<file path="src/rtl/mc_ctrl_fsm_if.sv">
// Control bundle between the MIPS multicycle controller and its datapath.
// master = controller (consumes op/funct/zero, drives enables and selects); slave = datapath.
interface mc_ctrl_fsm_if;
  logic [5:0] op;
  logic [5:0] funct;
  logic       zero;
  logic       PCWr;
  logic       IRWr;
  logic       RFWr;
  logic       DMWr;
  logic       B_sel;
  logic [1:0] RFin_sel;
  logic [1:0] RFout_sel;
  logic [1:0] npcop;
  logic [1:0] extop;
  logic [3:0] aluop;
  logic       instr_done;
  logic       illegal;

  modport master (
    input  op, funct, zero,
    output PCWr, IRWr, RFWr, DMWr, B_sel, RFin_sel, RFout_sel,
           npcop, extop, aluop, instr_done, illegal
  );

  modport slave (
    output op, funct, zero,
    input  PCWr, IRWr, RFWr, DMWr, B_sel, RFin_sel, RFout_sel,
           npcop, extop, aluop, instr_done, illegal
  );
endinterface

</file>
<file path="src/rtl/mc_ctrl_fsm.sv">
// MIPS multicycle control FSM; CTRL_ILLEGAL_TRAP_EN makes illegal instructions halt until reset.
// Latency: j/jal/jr/beq 3 cycles, sw/R-type/ori/lui 4, lw 5; outputs registered except the PCWr branch term.
// Backpressure: none; the datapath is assumed to complete every step in one cycle.
module mc_ctrl_fsm (
  input  logic          clk,
  input  logic          rst,
  mc_ctrl_fsm_if.master bus
);

  typedef enum logic [3:0] {
    S_IDLE, S_FETCH, S_DCD, S_EXE, S_MEM, S_WB, S_BR, S_JMP, S_HALT
  } state_t;

  localparam logic [5:0] OP_RTYPE = 6'b000000;
  localparam logic [5:0] OP_ORI   = 6'b001101;
  localparam logic [5:0] OP_LUI   = 6'b001111;
  localparam logic [5:0] OP_LW    = 6'b100011;
  localparam logic [5:0] OP_SW    = 6'b101011;
  localparam logic [5:0] OP_BEQ   = 6'b000100;
  localparam logic [5:0] OP_J     = 6'b000010;
  localparam logic [5:0] OP_JAL   = 6'b000011;
  localparam logic [5:0] FN_ADDU  = 6'b100001;
  localparam logic [5:0] FN_SUBU  = 6'b100011;
  localparam logic [5:0] FN_JR    = 6'b001000;

  localparam logic [3:0] ALU_ADD = 4'b0000;
  localparam logic [3:0] ALU_SUB = 4'b0001;
  localparam logic [3:0] ALU_OR  = 4'b0010;

  state_t state, nxt;

  logic is_addu, is_subu, is_jr, is_ori, is_lui, is_lw, is_sw, is_beq, is_j, is_jal;
  logic is_ralu, is_legal;

  assign is_addu  = (bus.op == OP_RTYPE) && (bus.funct == FN_ADDU);
  assign is_subu  = (bus.op == OP_RTYPE) && (bus.funct == FN_SUBU);
  assign is_jr    = (bus.op == OP_RTYPE) && (bus.funct == FN_JR);
  assign is_ori   = (bus.op == OP_ORI);
  assign is_lui   = (bus.op == OP_LUI);
  assign is_lw    = (bus.op == OP_LW);
  assign is_sw    = (bus.op == OP_SW);
  assign is_beq   = (bus.op == OP_BEQ);
  assign is_j     = (bus.op == OP_J);
  assign is_jal   = (bus.op == OP_JAL);
  assign is_ralu  = is_addu | is_subu;
  assign is_legal = is_ralu | is_jr | is_ori | is_lui | is_lw | is_sw | is_beq | is_j | is_jal;

  // ALU-side selects shared by EXE, MEM and WB so operands stay steady through write-back
  logic       exe_b_sel;
  logic [1:0] exe_extop;
  logic [3:0] exe_aluop;

  always_comb begin
    exe_b_sel = 1'b0;
    exe_extop = 2'b00;
    exe_aluop = ALU_ADD;
    if (is_ralu) begin
      exe_aluop = is_subu ? ALU_SUB : ALU_ADD;
    end else if (is_ori) begin
      exe_b_sel = 1'b1;
      exe_aluop = ALU_OR;
    end else if (is_lui) begin
      exe_b_sel = 1'b1;
      exe_extop = 2'b10;
      exe_aluop = ALU_OR;
    end else if (is_lw || is_sw) begin
      exe_b_sel = 1'b1;
      exe_extop = 2'b01;
    end
  end

  logic       pcwr_d, irwr_d, rfwr_d, dmwr_d, b_sel_d, done_d;
  logic [1:0] rfin_d, rfout_d, npcop_d, extop_d;
  logic [3:0] aluop_d;
  logic       pcwr_q, irwr_q, rfwr_q, dmwr_q, b_sel_q, done_q;
  logic [1:0] rfin_q, rfout_q, npcop_q, extop_q;
  logic [3:0] aluop_q;
`ifdef CTRL_ILLEGAL_TRAP_EN
  logic       illegal_d, illegal_q;
`endif

  always_comb begin
    nxt     = state;
    pcwr_d  = 1'b0;
    irwr_d  = 1'b0;
    rfwr_d  = 1'b0;
    dmwr_d  = 1'b0;
    b_sel_d = 1'b0;
    done_d  = 1'b0;
    rfin_d  = 2'b00;
    rfout_d = 2'b00;
    npcop_d = 2'b00;
    extop_d = 2'b00;
    aluop_d = ALU_ADD;
`ifdef CTRL_ILLEGAL_TRAP_EN
    illegal_d = 1'b0;
`endif

    case (state)
      S_IDLE:  nxt = S_FETCH;
      S_FETCH: nxt = S_DCD;
      S_DCD: begin
        if (!is_legal) begin
`ifdef CTRL_ILLEGAL_TRAP_EN
          nxt = S_HALT;
`else
          nxt = S_FETCH;
`endif
        end else if (is_beq) begin
          nxt = S_BR;
        end else if (is_j || is_jal || is_jr) begin
          nxt = S_JMP;
        end else begin
          nxt = S_EXE;
        end
      end
      S_EXE:   nxt = (is_lw || is_sw) ? S_MEM : S_WB;
      S_MEM:   nxt = is_lw ? S_WB : S_FETCH;
      S_WB:    nxt = S_FETCH;
      S_BR:    nxt = S_FETCH;
      S_JMP:   nxt = S_FETCH;
      S_HALT:  nxt = S_HALT;
      default: nxt = S_IDLE;
    endcase

    // Outputs are decoded for the state being entered, so they hold for its whole cycle
    case (nxt)
      S_FETCH: begin
        irwr_d = 1'b1;
        pcwr_d = 1'b1;
      end
      S_EXE: begin
        b_sel_d = exe_b_sel;
        extop_d = exe_extop;
        aluop_d = exe_aluop;
      end
      S_MEM: begin
        b_sel_d = exe_b_sel;
        extop_d = exe_extop;
        aluop_d = exe_aluop;
        dmwr_d  = is_sw;
        done_d  = is_sw;
      end
      S_WB: begin
        b_sel_d = exe_b_sel;
        extop_d = exe_extop;
        aluop_d = exe_aluop;
        rfwr_d  = 1'b1;
        done_d  = 1'b1;
        rfin_d  = is_lw ? 2'b01 : 2'b00;
        rfout_d = is_ralu ? 2'b01 : 2'b00;
      end
      S_BR: begin
        aluop_d = ALU_SUB;
        extop_d = 2'b01;
        npcop_d = 2'b01;
        done_d  = 1'b1;
      end
      S_JMP: begin
        pcwr_d  = 1'b1;
        done_d  = 1'b1;
        npcop_d = is_jr ? 2'b11 : 2'b10;
        if (is_jal) begin
          rfwr_d  = 1'b1;
          rfin_d  = 2'b10;
          rfout_d = 2'b10;
        end
      end
`ifdef CTRL_ILLEGAL_TRAP_EN
      S_HALT:  illegal_d = 1'b1;
`endif
      default: ;
    endcase
  end

  always_ff @(posedge clk or posedge rst) begin
    if (rst) begin
      state   <= S_IDLE;
      pcwr_q  <= 1'b0;
      irwr_q  <= 1'b0;
      rfwr_q  <= 1'b0;
      dmwr_q  <= 1'b0;
      b_sel_q <= 1'b0;
      done_q  <= 1'b0;
      rfin_q  <= 2'b00;
      rfout_q <= 2'b00;
      npcop_q <= 2'b00;
      extop_q <= 2'b00;
      aluop_q <= 4'b0000;
`ifdef CTRL_ILLEGAL_TRAP_EN
      illegal_q <= 1'b0;
`endif
    end else begin
      state   <= nxt;
      pcwr_q  <= pcwr_d;
      irwr_q  <= irwr_d;
      rfwr_q  <= rfwr_d;
      dmwr_q  <= dmwr_d;
      b_sel_q <= b_sel_d;
      done_q  <= done_d;
      rfin_q  <= rfin_d;
      rfout_q <= rfout_d;
      npcop_q <= npcop_d;
      extop_q <= extop_d;
      aluop_q <= aluop_d;
`ifdef CTRL_ILLEGAL_TRAP_EN
      illegal_q <= illegal_d;
`endif
    end
  end

  // Branch resolution uses zero from the BR cycle itself, hence the unregistered term
  assign bus.PCWr       = pcwr_q | ((state == S_BR) & bus.zero);
  assign bus.IRWr       = irwr_q;
  assign bus.RFWr       = rfwr_q;
  assign bus.DMWr       = dmwr_q;
  assign bus.B_sel      = b_sel_q;
  assign bus.RFin_sel   = rfin_q;
  assign bus.RFout_sel  = rfout_q;
  assign bus.npcop      = npcop_q;
  assign bus.extop      = extop_q;
  assign bus.aluop      = aluop_q;
  assign bus.instr_done = done_q;
`ifdef CTRL_ILLEGAL_TRAP_EN
  assign bus.illegal    = illegal_q;
`else
  assign bus.illegal    = 1'b0;
`endif

endmodule

</file>
<file path="src/flat_wrapper.sv">
// flat-port wrapper written by rule: the top's interface ports become plain ports
module mc_ctrl_fsm_flat 
  (clk, rst, bus_op, bus_funct, bus_zero, bus_PCWr, bus_IRWr, bus_RFWr, bus_DMWr, bus_B_sel, bus_RFin_sel, bus_RFout_sel, bus_npcop, bus_extop, bus_aluop, bus_instr_done, bus_illegal);
  mc_ctrl_fsm_if bus_i ();
  input  logic clk;
  input  logic rst;
  input wire logic [$bits(bus_i.op)-1:0] bus_op;
  input wire logic [$bits(bus_i.funct)-1:0] bus_funct;
  input wire logic [$bits(bus_i.zero)-1:0] bus_zero;
  output wire logic [$bits(bus_i.PCWr)-1:0] bus_PCWr;
  output wire logic [$bits(bus_i.IRWr)-1:0] bus_IRWr;
  output wire logic [$bits(bus_i.RFWr)-1:0] bus_RFWr;
  output wire logic [$bits(bus_i.DMWr)-1:0] bus_DMWr;
  output wire logic [$bits(bus_i.B_sel)-1:0] bus_B_sel;
  output wire logic [$bits(bus_i.RFin_sel)-1:0] bus_RFin_sel;
  output wire logic [$bits(bus_i.RFout_sel)-1:0] bus_RFout_sel;
  output wire logic [$bits(bus_i.npcop)-1:0] bus_npcop;
  output wire logic [$bits(bus_i.extop)-1:0] bus_extop;
  output wire logic [$bits(bus_i.aluop)-1:0] bus_aluop;
  output wire logic [$bits(bus_i.instr_done)-1:0] bus_instr_done;
  output wire logic [$bits(bus_i.illegal)-1:0] bus_illegal;
  assign bus_i.op = bus_op;
  assign bus_i.funct = bus_funct;
  assign bus_i.zero = bus_zero;
  assign bus_PCWr = bus_i.PCWr;
  assign bus_IRWr = bus_i.IRWr;
  assign bus_RFWr = bus_i.RFWr;
  assign bus_DMWr = bus_i.DMWr;
  assign bus_B_sel = bus_i.B_sel;
  assign bus_RFin_sel = bus_i.RFin_sel;
  assign bus_RFout_sel = bus_i.RFout_sel;
  assign bus_npcop = bus_i.npcop;
  assign bus_extop = bus_i.extop;
  assign bus_aluop = bus_i.aluop;
  assign bus_instr_done = bus_i.instr_done;
  assign bus_illegal = bus_i.illegal;
  mc_ctrl_fsm u_core (.clk(clk), .rst(rst), .bus(bus_i));
endmodule
</file>
<file path="config.mk">
export PLATFORM = sky130hd
export DESIGN_NAME = mc_ctrl_fsm_flat
export DESIGN_NICKNAME = d
export VERILOG_FILES = /design/src/rtl/mc_ctrl_fsm_if.sv /design/src/rtl/mc_ctrl_fsm.sv /design/src/flat_wrapper.sv
export SDC_FILE = /design/constraint.sdc
export NUM_CORES = 1
export LEC_CHECK = 0
export ABC_AREA = 1
export CORE_MARGIN = 2
export CORE_UTILIZATION = 45
export DETAILED_ROUTE_END_ITERATION = 8
export PLACE_DENSITY = 0.78
export SYNTH_ARGS = -nofsm -noshare
export SYNTH_HDL_FRONTEND = slang
export SYNTH_SLANG_ARGS = --single-unit
</file>
<file path="constraint.sdc">
create_clock -name clk -period 1.65 [get_ports clk]
set_clock_uncertainty 0.05 [all_clocks]
set_input_delay 0.33 -clock clk [delete_from_list [all_inputs] [get_ports clk]]
set_output_delay 0.33 -clock clk [all_outputs]
set_load 0.01 [all_outputs]
</file>
==> flow_summary.json, run 1 <==
{
  "grt_start_max_net_pins": 20,
  "final_nets": 194,
  "startpoint_type": "input port",
  "dp_hpwl_um": 1781,
  "rrSetupSlack_ns": 0.07,
  "design.core.area_sq_mm": 0.002212,
  "synth.avg_cell_area_sq_um": 8.411,
  "place_inst": 195,
  "synthFlopType": "dfrtp_1",
  "p_leak_nw": 0.8347,
  "grt_overflow": 0,
  "crit_buf_inv": 2,
  "rsz0062_at_grt": "yes",
  "gp_congestion": 0.7708,
  "wl_um": 2496,
  "drv_cap": 0,
  "crit_type": "input port to flop",
  "ys_seq_area_share_pct": 44.86,
  "routed_via_density": 4.985,
  "vias": 1027,
  "synthTopCellsByArea": "dfrtp_1 (45%), nand2_1 (8.1%), inv_1 (5.7%)",
  "startpoint": "bus_funct[5]",
  "ant_nets": 0,
  "synth.largest_area_cell": "dfrtp_1",
  "worstRegToRegCells": 10,
  "die_h_um": 52.53,
  "cp_slowest_stage_delay_ns": 0.41,
  "clk_pin_slew_worst_paths_ns": 0.11,
  "path_delay_family": "simple AND/OR/NAND/NOR gates",
  "drc_errors": 0,
  "status": "finished clean",
  "stdcell_count": 206,
  "setup_ws_ns": 0.03814,
  "h-tree-depth": 1,
  "crit_fanout": 5,
  "rows": 17,
  "cp.required_ns": 1.87,
  "cts.hold.buffers_added": 0,
  "netlist_area_sq_mm": 0.001060,
  "die_x_um": 52.53,
  "final_layout_size_suffix_gt1_share_pct": 38.20,
  "yosysMostFrequentCell": "nand2_1",
  "synth_edf_count": 0,
  "drtIter0Drc": 16,
  "cpMaxStageDelayCell": "clkdlybuf4s50_1",
  "fin_util_pct": 73.30,
  "synthCells": 126,
  "seq_area_sq_um": 476.7,
  "crit_arrival_ns": 1.83,
  "ys_top_cells_by_count": "nand2_1 (23), dfrtp_1 (19), inv_1 (16)",
  "slew_viol_final": 0,
  "diodes": 0,
  "start_util_pct": 47.91,
  "r2r-start": "u_core.state[2]$_DFF_PP0_",
  "clk_latency_ns": 0.31,
  "cts_buffers": 3,
  "finalSetupViolCount": 0,
  "grt.total_usage_pct": 18.04,
  "power.density_mw_per_mm2": 1259,
  "post-route-period-util_pct": 97.69,
  "cts.path.max_buffers": 2,
  "finalPower_mw": 2.041,
  "antenna_found_initial": 0,
  "dr.pass1.iters": 4,
  "cts_tree": "yes",
  "end_kind": "flop",
  "cts-root-buf": "clkbuf_4",
  "period_minus_slack_ns": 1.612,
  "clock_sinks": 19,
  "hold_violations": 0,
  "max_freq_mhz": 620.4,
  "rr_endpoint": "u_core.bus.npcop[0]$_DFF_PP0_",
  "area_growth_pct": 53.01,
  "synth_top_area_share_pct": 44.86,
  "hold_class": "input port to async pin",
  "grt_pass1_wl_um": 3588,
  "post_drt_wl_per_cell_um": 12.12,
  "io_buffer_count": 30,
  "grt_pass1_vias": 883,
  "ys_warn_count": 0,
  "ys_types": 25,
  "multi_input_area_sq_um": 551.8,
  "dieArea_sq_mm": 0.002759,
  "ios": 34,
  "dp_slack_ns": -0.4276,
  "ys_seq_elements": 19,
  "final.fill_count": 168,
  "path_cells": "clkdlybuf4s50_1 -> or2_2 -> nor2_2 -> nand2_2 -> nand2_2 -> nand2_4 -> nand2_4 -> nand3_4 -> o21a_1 -> inv_1",
  "synth_async_sr_flop_share_pct": 100.0,
  "ir_drop_mv": 0.8820
}
==> worst min-delay path, delay by kind of cell <==
kind | cells | cell delay [ns]
buffers and inverters | 3 | 0.70
==> repair_timing <==
item / in CTS / in global routing
resized for setup: 14 / 24
pin swaps: 3 / 9
gates cloned: 0 / 0
setup endpoints to repair: 13 / 13
buffers inserted: 2 / 5
==> worst max path at each step <==
stage               slack [ns]                             to  cells after the start
floorplan                 0.17  u_core.bus.aluop[0]$_DFF_PP0_                     10
global placement         -0.39  u_core.bus.npcop[0]$_DFF_PP0_                     11
detailed placement       -0.43  u_core.bus.npcop[0]$_DFF_PP0_                     11
CTS                     0.0002                       bus_PCWr                      4
global route             -0.04        u_core.pcwr_q$_DFF_PP0_                     10
finish                    0.04  u_core.bus.npcop[0]$_DFF_PP0_                     10
==> logic make-up (layout without fill, tap and decap cells) <==
family	count (synthesis)	in the layout	synth area share, %
buffers and inverters	26	76	10.63
AO/OA/AOI/OAI	8	8	5.549
other	1	3	0.3539
AND/OR/NAND/NOR	72	72	38.61
flip-flops	19	19	44.86
==> registers in the layout (all words and copies together), names as in the netlist <==
register / flops
u_core.state: 4
u_core.bus.RFin_sel: 2
u_core.bus.aluop: 2
u_core.bus.extop: 2
u_core.bus.npcop: 2
u_core.bus.B_sel: 1
u_core.bus.DMWr: 1
u_core.bus.IRWr: 1
u_core.bus.RFWr: 1
u_core.bus.RFout_sel: 1
u_core.bus.instr_done: 1
u_core.pcwr_q: 1
==> layout by cell type, fill, tap and decap left out, types with 2 or more instances in the layout <==
cell type        count
nand3_1              5
nor2_2               8
inv_1               13
nand4_4              2
clkdlybuf4s50_1     21
buf_4               19
nor3_1               3
conb_1               3
dlygate4sd2_1        5
nand2_2             10
nand3_2              2
o21ai_1              5
nand2_1             18
nand2_4              3
dfrtp_1             18
clkinv_1             2
dlymetal6s2s_1       2
nand3_4              3
inv_2                7
nor2_1              10
nor2_4               5
clkbuf_4             3
==> layer usage <==
layer	track usage (%)	share of wire [%]
met4	8.974	3.0
met5	0	0
met2	33.54	52
met3	1.714	4.9
met1	20.15	40
==> final cells by class <==
cell class	instances	share of cell area (%)
repair buffers	50	27.62
flip-flops and latches	19	29.40
multi-input cells	83	34.03
inverters	22	5.093
clock buffers	3	1.389
clock inverters	1	0.3086
well taps	28	2.160
==> stage by stage <==
| step | setup TNS (ns) | cell area, sq um | hold WS [ns] |
|---|---|---|---|
| 4_1_cts | 0 | 1521 | 0.2801 |
| 5_1_grt | -0.1416 | 1622 | 0.2898 |
| 3_5_place_dp | -5.815 | 1470 | 0.4332 |
| 3_3_place_gp | -4.656 | 1470 | 0.4356 |
| 2_1_floorplan | 0 | 1067 | 0.2311 |
| 6_report | 0 | 1622 | 0.2723 |
==> power by group <==
part	switching [mW]	total (mW)	internal, mW
clock network	0.151	0.241	0.0908
logic	0.632	1.16	0.526
registers	0.0737	0.641	0.568
total	0.857	2.04	1.18
(Power assumes the default switching activity.)
==> inputs of run 2 (changes only) <==
--- a/config.mk
+++ b/config.mk
@@ -7,9 +7,10 @@
 export LEC_CHECK = 0
 export ABC_AREA = 1
 export CORE_MARGIN = 2
-export CORE_UTILIZATION = 45
+export CORE_UTILIZATION = 41
 export DETAILED_ROUTE_END_ITERATION = 8
-export PLACE_DENSITY = 0.78
+export PLACE_DENSITY = 0.75
+export SKIP_LAST_GASP = 1
 export SYNTH_ARGS = -nofsm -noshare
 export SYNTH_HDL_FRONTEND = slang
 export SYNTH_SLANG_ARGS = --single-unit
==> constraint.sdc (replaced) <==
create_clock -name clk -period 1.3 [get_ports clk]
set_clock_uncertainty 0.05 [all_clocks]
set_input_delay 0.26 -clock clk [delete_from_list [all_inputs] [get_ports clk]]
set_output_delay 0.26 -clock clk [all_outputs]
set_load 0.01 [all_outputs]
==> flow_summary.json, run 2 (synthesis results as in run 1) <==
{
  "ios": 34,
  "rsz0062_at_grt": "yes",
  "crit_path_frequent_cell": "nand2_4",
  "status": "finished with violations",
  "max_freq_mhz": 621.4,
  "rows": 18,
  "io_buffer_count": 30,
  "area_growth_pct": 67.18,
  "drtIter0Drc": 11,
  "grt_pass1_vias": 949,
  "grt_overflow": 0,
  "finalSetupViolCount": 18,
  "final_layout_size_suffix_gt1_share_pct": 45.41,
  "finalPower_mw": 2.999,
  "die_h_um": 54.84,
  "start_util_pct": 43.17,
  "top_register": "u_core.state",
  "antenna_found_initial": 0,
  "clk_pin_slew_worst_paths_ns": 0.12,
  "cts_buffers": 3,
  "gp_congestion": 0.8276,
  "final_nets": 201,
  "ir_drop_mv": 1.189,
  "cpMaxStageDelayCell": "dfrtp_1",
  "crit_fanout": 5,
  "cp.required_ns": 1.49,
  "grt.total_usage_pct": 18.73,
  "route.met3.wl_um": 101,
  "period_minus_slack_ns": 1.609,
  "dr.pass1.iters": 4,
  "power_frac_comb_pct": 62.7,
  "cts-root-buf": "clkbuf_4",
  "die_x_um": 54.84,
  "grt_pass1_wl_um": 4029,
  "swShare_pct": 43.68,
  "cts_tree": "yes",
  "wl_met1_um": 1044,
  "drc_errors": 0,
  "crit_arrival_ns": 1.80,
  "cp_slowest_stage_delay_ns": 0.43,
  "clk_latency_ns": 0.30,
  "p_leak_nw": 0.9289,
  "hold_violations": 0,
  "seq_power_share_pct": 27.1,
  "maxSlewHeadroom_pct": 60.15,
  "hold_class": "input port to async pin",
  "wl_um": 2720,
  "route.met2.wl_um": 1555,
  "power.density_mw_per_mm2": 1693,
  "highest_layer": "met4",
  "holdWs_ns": 0.2095,
  "clock_sinks": 19,
  "dieArea_sq_mm": 0.003007,
  "vias": 1003,
  "dp_hpwl_um": 1812,
  "final_cell_mix": "dlygate4sd2_1 (19), buf_4 (18), dfrtp_1 (17)",
  "startpoint_type": "flop",
  "worstMarginPinSlew_ns": 0.5923,
  "final_common_cell": "dlygate4sd2_1",
  "h-tree-depth": 1,
  "cts.path.max_buffers": 2,
  "setup_ws_ns": -0.3093,
  "power.switching_mw": 1.310,
  "p_int_mw": 1.689,
  "violations": "negative setup slack",
  "post-route-period-util_pct": 123.8,
  "path_cells": "inv_2 -> nand2_4 -> nor2_4 -> buf_6 -> nand2_8 -> nand2_4 -> nand3_4 -> o21a_1 -> inv_1",
  "ant_nets": 0,
  "post_drt_wl_per_cell_um": 12.65,
  "drv_cap": 0,
  "grt_start_max_net_pins": 20,
  "slew_viol_final": 0,
  "routed_via_density": 4.665,
  "design.core.area_sq_mm": 0.002455,
  "dp_slack_ns": -0.7204,
  "end_kind": "flop",
  "largest_register_ffs": 4,
  "crit_type": "flop to flop",
  "diodes": 0,
  "power_frac_clock_pct": 10.2
}
run 2: per-layer routing:
layer  up-vias  global-route usage, %
li1        502                      -
met1       472                  21.94
met2        27                  35.12
met3         2                  1.366
met4         0                  6.667
met5         -                      0
run 2: timing repair:
| action | CTS | global route |
|---|---|---|
| pin swaps | 15 | 15 |
| setup endpoints to repair | 32 | 21 |
| gates cloned | 0 | 0 |
| gates resized for setup | 49 | 26 |
| hold buffers | 0 | 0 |
| setup buffers | 11 | 0 |
| hold endpoints to repair | 0 | 0 |
run 2: cell type report:
| type | instances | area [sq um] |
|---|---|---|
| fill | 180 | 683.2 |
| clock inverter | 1 | 5.005 |
| sequential | 19 | 478.0 |
| timing repair buffer | 57 | 508.0 |
| multi-input combinational | 83 | 635.6 |
| inverter | 22 | 85.08 |
| tap | 30 | 37.54 |
| clock buffer | 3 | 22.52 |
run 2: power groups by stage:
stage | logic [mW] | registers (mW) | clock network [mW]
after floorplan | 0.735 | 0.829 | 0
after global placement | 1.29 | 0.797 | 0
after detailed placement | 1.32 | 0.805 | 0
after CTS | 1.62 | 0.792 | 0.293
after global routing | 2.00 | 0.824 | 0.337
final | 1.88 | 0.813 | 0.307
run 2: final timing paths:
kind                                                 end  cells after the start  slack (ns)                 startpoint
setup / recovery           u_core.bus.npcop[0]$_DFF_PP0_                      9       -0.31  u_core.state[2]$_DFF_PP0_
hold / removal                 u_core.bus.IRWr$_DFF_PP0_                      3        0.21                        rst
setup reg to reg           u_core.bus.npcop[0]$_DFF_PP0_                      9       -0.31  u_core.state[2]$_DFF_PP0_
hold reg to reg                u_core.state[3]$_DFF_PP0_                      1        0.56  u_core.state[1]$_DFF_PP0_
max in group asynchronous      u_core.state[0]$_DFF_PP0_                      3        0.78                        rst
min in group clk           u_core.bus.extop[1]$_DFF_PP0_                      5        0.43                  bus_op[2]
run 2: stage by stage:
step	cells	util, %	area [sq um]	setup TNS (ns)
6_report	215	72.17	1772	-4.151
5_1_grt	215	72.17	1772	-5.233
4_1_cts	216	68.55	1683	-3.002
3_5_place_dp	201	62.59	1536	-10.74
3_3_place_gp	201	62.59	1536	-10.04
2_1_floorplan	128	-	1101	-0.6193
run 2: worst max-delay path, delay by kind of cell (launching register included):
kind / cells / cell delay, ns
AOI/OAI and AO/OA: 1 / 0.18
buffers and inverters: 3 / 0.31
DFF: 1 / 0.43
and+or+nand+nor: 5 / 0.58
==> inputs of run 3 (changes only) <==
--- a/config.mk
+++ b/config.mk
@@ -14,3 +14,4 @@
 export SYNTH_ARGS = -nofsm -noshare
 export SYNTH_HDL_FRONTEND = slang
 export SYNTH_SLANG_ARGS = --single-unit
+export TNS_END_PERCENT = 100
==> results of run 3 <==
Final layout, timing and power as in run 2 (identical DEF).
